<file path="config.mk">
export PLATFORM = sky130hd
export DESIGN_NAME = final_adder
export DESIGN_NICKNAME = d
export VERILOG_FILES = /design/src/rtl/final_adder.sv
export SDC_FILE = /design/constraint.sdc
export NUM_CORES = 1
export LEC_CHECK = 0
export CORE_MARGIN = 2
export CORE_UTILIZATION = 45
export CTS_BUF_LIST = sky130_fd_sc_hd__clkbuf_8
export CTS_CLUSTER_SIZE = 12
export DETAILED_ROUTE_END_ITERATION = 7
export GPL_TIMING_DRIVEN = 1
export MAX_ROUTING_LAYER = met4
export PLACE_DENSITY = 0.68
export SLEW_MARGIN = 20
export SYNTH_ARGS = -nofsm -noshare
export SYNTH_HDL_FRONTEND = slang
export SYNTH_HIERARCHICAL = 1
export SYNTH_SLANG_ARGS = --single-unit
</file>
<file path="constraint.sdc">
create_clock -name clk -period 2.3 [get_ports clk]
set_input_delay 0.46 -clock clk [delete_from_list [all_inputs] [get_ports clk]]
set_output_delay 0.46 -clock clk [all_outputs]
set_load 0.1 [all_outputs]
</file>
<file path="src/rtl/final_adder.sv">
// final_adder: pipelined carry-propagate adder that resolves a redundant
// sum/carry vector pair into a binary product. The carry chain is cut into
// SEG segments of WIDTH/SEG bits, one register stage per segment, with a
// valid/ready handshake (global stall) and an opaque tag carried alongside.
//
// Optional feature: define FINAL_ADDER_OVF_CHECK_EN to capture the carry
// out of the full-width addition into out_err. Without it out_err is a
// constant 0 and the last-stage carry register does not exist.

// One carry-chain segment plus its pipeline register.
module final_adder_stage #(
    parameter int WIDTH  = 8,
    parameter int SW     = 4,
    parameter int LO     = 0,
    parameter int TAG_W  = 4,
    parameter bit CY_REG = 1'b1
) (
    input  logic             clk,
    input  logic             rst_n,
    input  logic             i_stall,
    input  logic             i_vld,
    input  logic [WIDTH-1:0] i_a,
    input  logic [WIDTH-1:0] i_b,
    input  logic [WIDTH-1:0] i_prod,
    input  logic             i_cy,
    input  logic [TAG_W-1:0] i_tag,
    output logic             o_vld,
    output logic [WIDTH-1:0] o_a,
    output logic [WIDTH-1:0] o_b,
    output logic [WIDTH-1:0] o_prod,
    output logic             o_cy,
    output logic [TAG_W-1:0] o_tag
);
    logic [SW:0]      w_seg;
    logic [WIDTH-1:0] w_prod_nx;
    logic             r_vld;
    logic [WIDTH-1:0] r_a;
    logic [WIDTH-1:0] r_b;
    logic [WIDTH-1:0] r_prod;
    logic [TAG_W-1:0] r_tag;

    // Segment addition: this stage's slice of both operands plus carry-in.
    assign w_seg = {1'b0, i_a[LO +: SW]} + {1'b0, i_b[LO +: SW]} + {{SW{1'b0}}, i_cy};

    // Merge the freshly resolved slice into the partial product.
    always_comb begin
        w_prod_nx            = i_prod;
        w_prod_nx[LO +: SW]  = w_seg[SW-1:0];
    end

    // Stage register: holds on stall, otherwise advances (bubbles included).
    always_ff @(posedge clk or negedge rst_n) begin
        if (!rst_n) begin
            r_vld  <= 1'b0;
            r_a    <= '0;
            r_b    <= '0;
            r_prod <= '0;
            r_tag  <= '0;
        end else if (!i_stall) begin
            r_vld  <= i_vld;
            r_a    <= i_a;
            r_b    <= i_b;
            r_prod <= w_prod_nx;
            r_tag  <= i_tag;
        end
    end

    generate
        if (CY_REG) begin : g_cy
            logic r_cy;

            // Carry out of the segment's top bit, consumed by the next stage
            // (or reported as overflow when this is the last stage).
            always_ff @(posedge clk or negedge rst_n) begin
                if (!rst_n)
                    r_cy <= 1'b0;
                else if (!i_stall)
                    r_cy <= w_seg[SW];
            end
            assign o_cy = r_cy;
        end else begin : g_no_cy
            logic w_unused_cy;
            assign w_unused_cy = w_seg[SW];
            assign o_cy        = 1'b0;
        end
    endgenerate

    assign o_vld  = r_vld;
    assign o_a    = r_a;
    assign o_b    = r_b;
    assign o_prod = r_prod;
    assign o_tag  = r_tag;
endmodule

// Top level: SEG chained segment stages driven by a single global stall.
module final_adder #(
    parameter int WIDTH = 8,
    parameter int SEG   = 2,
    parameter int TAG_W = 4
) (
    input  logic             clk,
    input  logic             rst_n,
    input  logic             in_valid,
    output logic             in_ready,
    input  logic [WIDTH-1:0] in_sum,
    input  logic [WIDTH-1:0] in_carry,
    input  logic [TAG_W-1:0] in_tag,
    output logic             out_valid,
    input  logic             out_ready,
    output logic [WIDTH-1:0] out_prod,
    output logic [TAG_W-1:0] out_tag,
    output logic             out_err
);
    localparam int SW = WIDTH / SEG;
`ifdef FINAL_ADDER_OVF_CHECK_EN
    localparam bit OVF_EN = 1'b1;
`else
    localparam bit OVF_EN = 1'b0;
`endif

    generate
        if ((SEG < 1) || (WIDTH % SEG != 0)) begin : g_bad_cfg
            $error("final_adder: WIDTH must be a multiple of SEG");
        end
    endgenerate

    // Index k feeds stage k; index k+1 is stage k's registered output.
    logic [SEG:0]             w_vld;
    logic [SEG:0][WIDTH-1:0]  w_a;
    logic [SEG:0][WIDTH-1:0]  w_b;
    logic [SEG:0][WIDTH-1:0]  w_prod;
    logic [SEG:0]             w_cy;
    logic [SEG:0][TAG_W-1:0]  w_tag;
    logic                     w_stall;
    logic                     w_unused_ops;

    // Only the output side can block; the whole pipe freezes together.
    assign w_stall  = w_vld[SEG] & ~out_ready;
    assign in_ready = ~w_stall;

    assign w_vld[0]  = in_valid;
    assign w_a[0]    = in_sum;
    assign w_b[0]    = in_carry;
    assign w_prod[0] = '0;
    assign w_cy[0]   = 1'b0;
    assign w_tag[0]  = in_tag;

    generate
        for (genvar k = 0; k < SEG; k++) begin : g_stage
            final_adder_stage #(
                .WIDTH  (WIDTH),
                .SW     (SW),
                .LO     (k * SW),
                .TAG_W  (TAG_W),
                .CY_REG ((k < SEG - 1) || OVF_EN)
            ) u_stage (
                .clk    (clk),
                .rst_n  (rst_n),
                .i_stall(w_stall),
                .i_vld  (w_vld[k]),
                .i_a    (w_a[k]),
                .i_b    (w_b[k]),
                .i_prod (w_prod[k]),
                .i_cy   (w_cy[k]),
                .i_tag  (w_tag[k]),
                .o_vld  (w_vld[k+1]),
                .o_a    (w_a[k+1]),
                .o_b    (w_b[k+1]),
                .o_prod (w_prod[k+1]),
                .o_cy   (w_cy[k+1]),
                .o_tag  (w_tag[k+1])
            );
        end
    endgenerate

    // Operands forwarded out of the last stage have nothing left to feed.
    assign w_unused_ops = ^{w_a[SEG], w_b[SEG]};

    assign out_valid = w_vld[SEG];
    assign out_prod  = w_prod[SEG];
    assign out_tag   = w_tag[SEG];
    assign out_err   = w_cy[SEG];
endmodule
</file>
==> results.sh <==
export IMPL_timing_setup_tns_ns=0
export IMPL_syn_num_nets=149
export IMPL_cp_start_kind="input pin"
export IMPL_cts_root_buf="clkbuf_8"
export IMPL_timing_rr_start="g_stage[0].u_stage/o_a[4]"
export IMPL_hold_ws_ns=0.488
export IMPL_chipHeight_microns=62.1
export IMPL_diodes=0
export IMPL_via_count=965
export IMPL_avgRoutedWirePerCell_microns=12.4
export IMPL_crit_top_cell="fa_1"
export IMPL_cts_setup_buffers=0
export IMPL_path_max_fanout=2
export IMPL_placed_cell_area_sq_um=1890
export IMPL_rr_endpoint="g_stage[1].u_stage/o_prod[6]"
export IMPL_ctsHtreeMaxLevel=2
export IMPL_max_stage_delay_ns=0.45
export IMPL_multi_input_area_sq_um=647
export IMPL_syn_area_sq_um=1520
export IMPL_place_inst=193
export IMPL_skew_ns=0.00322
export IMPL_port_buffers=37
export IMPL_status="finished, final reports clean"
export IMPL_grt_pass1_vias=1034
export IMPL_grt_setup_unrepaired="false"
export IMPL_dr_pass1_iters=2
export IMPL_cts_sinks=31
export IMPL_ant_nets=0
export IMPL_grt_antenna_before_repair=0
export IMPL_start_util=0.463
export IMPL_rows=21
export IMPL_max_freq_mhz=553
export IMPL_cts_tree="yes"
export IMPL_path_class="input pin to flip-flop"
export IMPL_nets=187
export IMPL_setup_violations_final=0
export IMPL_vdd_drop_max_mv=0.472
export IMPL_crit_path_end_kind="flip-flop"
export IMPL_yosysWarnings=6
export IMPL_hold_path_startpoint="g_stage[1].u_stage/o_prod[6]"
export IMPL_maxSlewViolCount=0
export IMPL_place_gp_congestion=0.738
export IMPL_min_period_ns=1.81
export IMPL_cts_buffers=5
export IMPL_nFillCells=287
export IMPL_min_path_cells=2
export IMPL_grt_max_degree=32
export IMPL_dieArea_sq_um=3860
export IMPL_clk_pin_slew_ns=0.06
export IMPL_final_common_cell="dfrtp_1"
export IMPL_gr_total_overflow=0
export IMPL_viasPerCell=4.80
export IMPL_drt_iter0_drc=37
export IMPL_drc=0
export IMPL_synth_cells=116
export IMPL_worstPathRequired_ns=2.50
export IMPL_power_density_nw_per_um2=1150
export IMPL_reg2reg_depth=5
export IMPL_arrival_ns=2.01
export IMPL_layout_common_cells="31 x dfrtp_1, 23 x clkdlybuf4s50_1, 15 x buf_4"
export IMPL_crit_slowest_cell="fa_1"
export IMPL_whs_endpoint="g_stage[1].u_stage/o_prod[6]"
export IMPL_power_leakage_nw=0.889
export IMPL_clock_latency_ns=0.27
export IMPL_routed_wirelength_microns=2490
export IMPL_r2r_slack_ns=0.69
export IMPL_finalCritPeriodShare=0.787
export IMPL_final_area_sq_um=1970
export IMPL_grt_total_usage=0.155
export IMPL_final_cells=201
export IMPL_drive_above_1_share=0.277
export IMPL_core_area_sq_um=3280
export IMPL_grt_pass1_wl_microns=4520
export IMPL_min_path_type="flip-flop to flip-flop"
export IMPL_synthToLayoutAreaGrowth_pct=29.9
export IMPL_maxCapViolCount=0
export IMPL_die_w_microns=62.1
export IMPL_seqCellArea_sq_um=776
export IMPL_max_clock_path_buffers=2
export IMPL_cts_resized=0
export IMPL_holdBufCountCts=0
export IMPL_num_io_pins=39
export IMPL_cp_cell_sequence="clkdlybuf4s50_1 > fa_1 > inv_1 > fa_1 > o21ai_0"
export IMPL_synth_avg_cell_area_sq_um=13.1
export IMPL_hold_viol=0
export IMPL_dpl_hpwl_microns=1960
-- registers in the layout, summed over array words and instances (netlist names) --
signal	count
g_stage.u_stage/o_a	4
g_stage.u_stage/o_b	4
g_stage.u_stage/o_prod	12
g_stage.u_stage/o_vld	2
g_stage.u_stage/o_cy	1
g_stage.u_stage/o_tag	8
-- worst max-delay path: cells and delay by family --
kind / cells / cell delay (ns)
fa+ha+maj: 2 / 0.85
buf+inv: 2 / 0.52
compound gates: 1 / 0.16
-- layout make-up --
cell class,count,share of cell area
Multi-Input combinational cell,68,0.328
Clock buffer,5,0.0349
Clock inverter,3,0.00634
Tap cell,46,0.0292
Inverter,8,0.0152
Sequential cell,31,0.393
Timing Repair Buffer,40,0.194
-- layer usage --
layer / part of all wire / track usage
met5: 0 / -
met4: 0.0084 / 0.0750
met3: 0.044 / 0.0380
met2: 0.57 / 0.272
met1: 0.37 / 0.163
-- worst max path at each step --
stage,cells after the start,endpoint,start,slack (ns)
after global routing,5,g_stage[0].u_stage/o_prod[1],in_sum[0],0.34
after global placement,5,g_stage[0].u_stage/o_prod[1],in_sum[0],0.26
after CTS,5,g_stage[0].u_stage/o_prod[1],in_sum[0],0.47
after detailed placement,5,g_stage[0].u_stage/o_prod[1],in_sum[0],0.17
after floorplan,1,in_ready,g_stage[1].u_stage/o_vld,0.12
final,5,g_stage[0].u_stage/o_prod[1],in_sum[0],0.49
-- through the flow --
step                 util  power, mW  worst slack, ns
floorplan               -       1.65            0.115
global placement    0.576       1.88            0.262
detailed placement  0.576       1.91            0.165
CTS                 0.601       2.30            0.466
global route        0.601       2.39            0.340
finish              0.601       2.27            0.491
-- report_power, final --
group	leakage (nW)	switching [mW]	internal [mW]	total, mW
clock	0.0505	0.181	0.203	0.384
sequential	0.364	0.0773	0.682	0.760
combinational	0.474	0.815	0.314	1.13
Power figures use the tool's default switching activity.
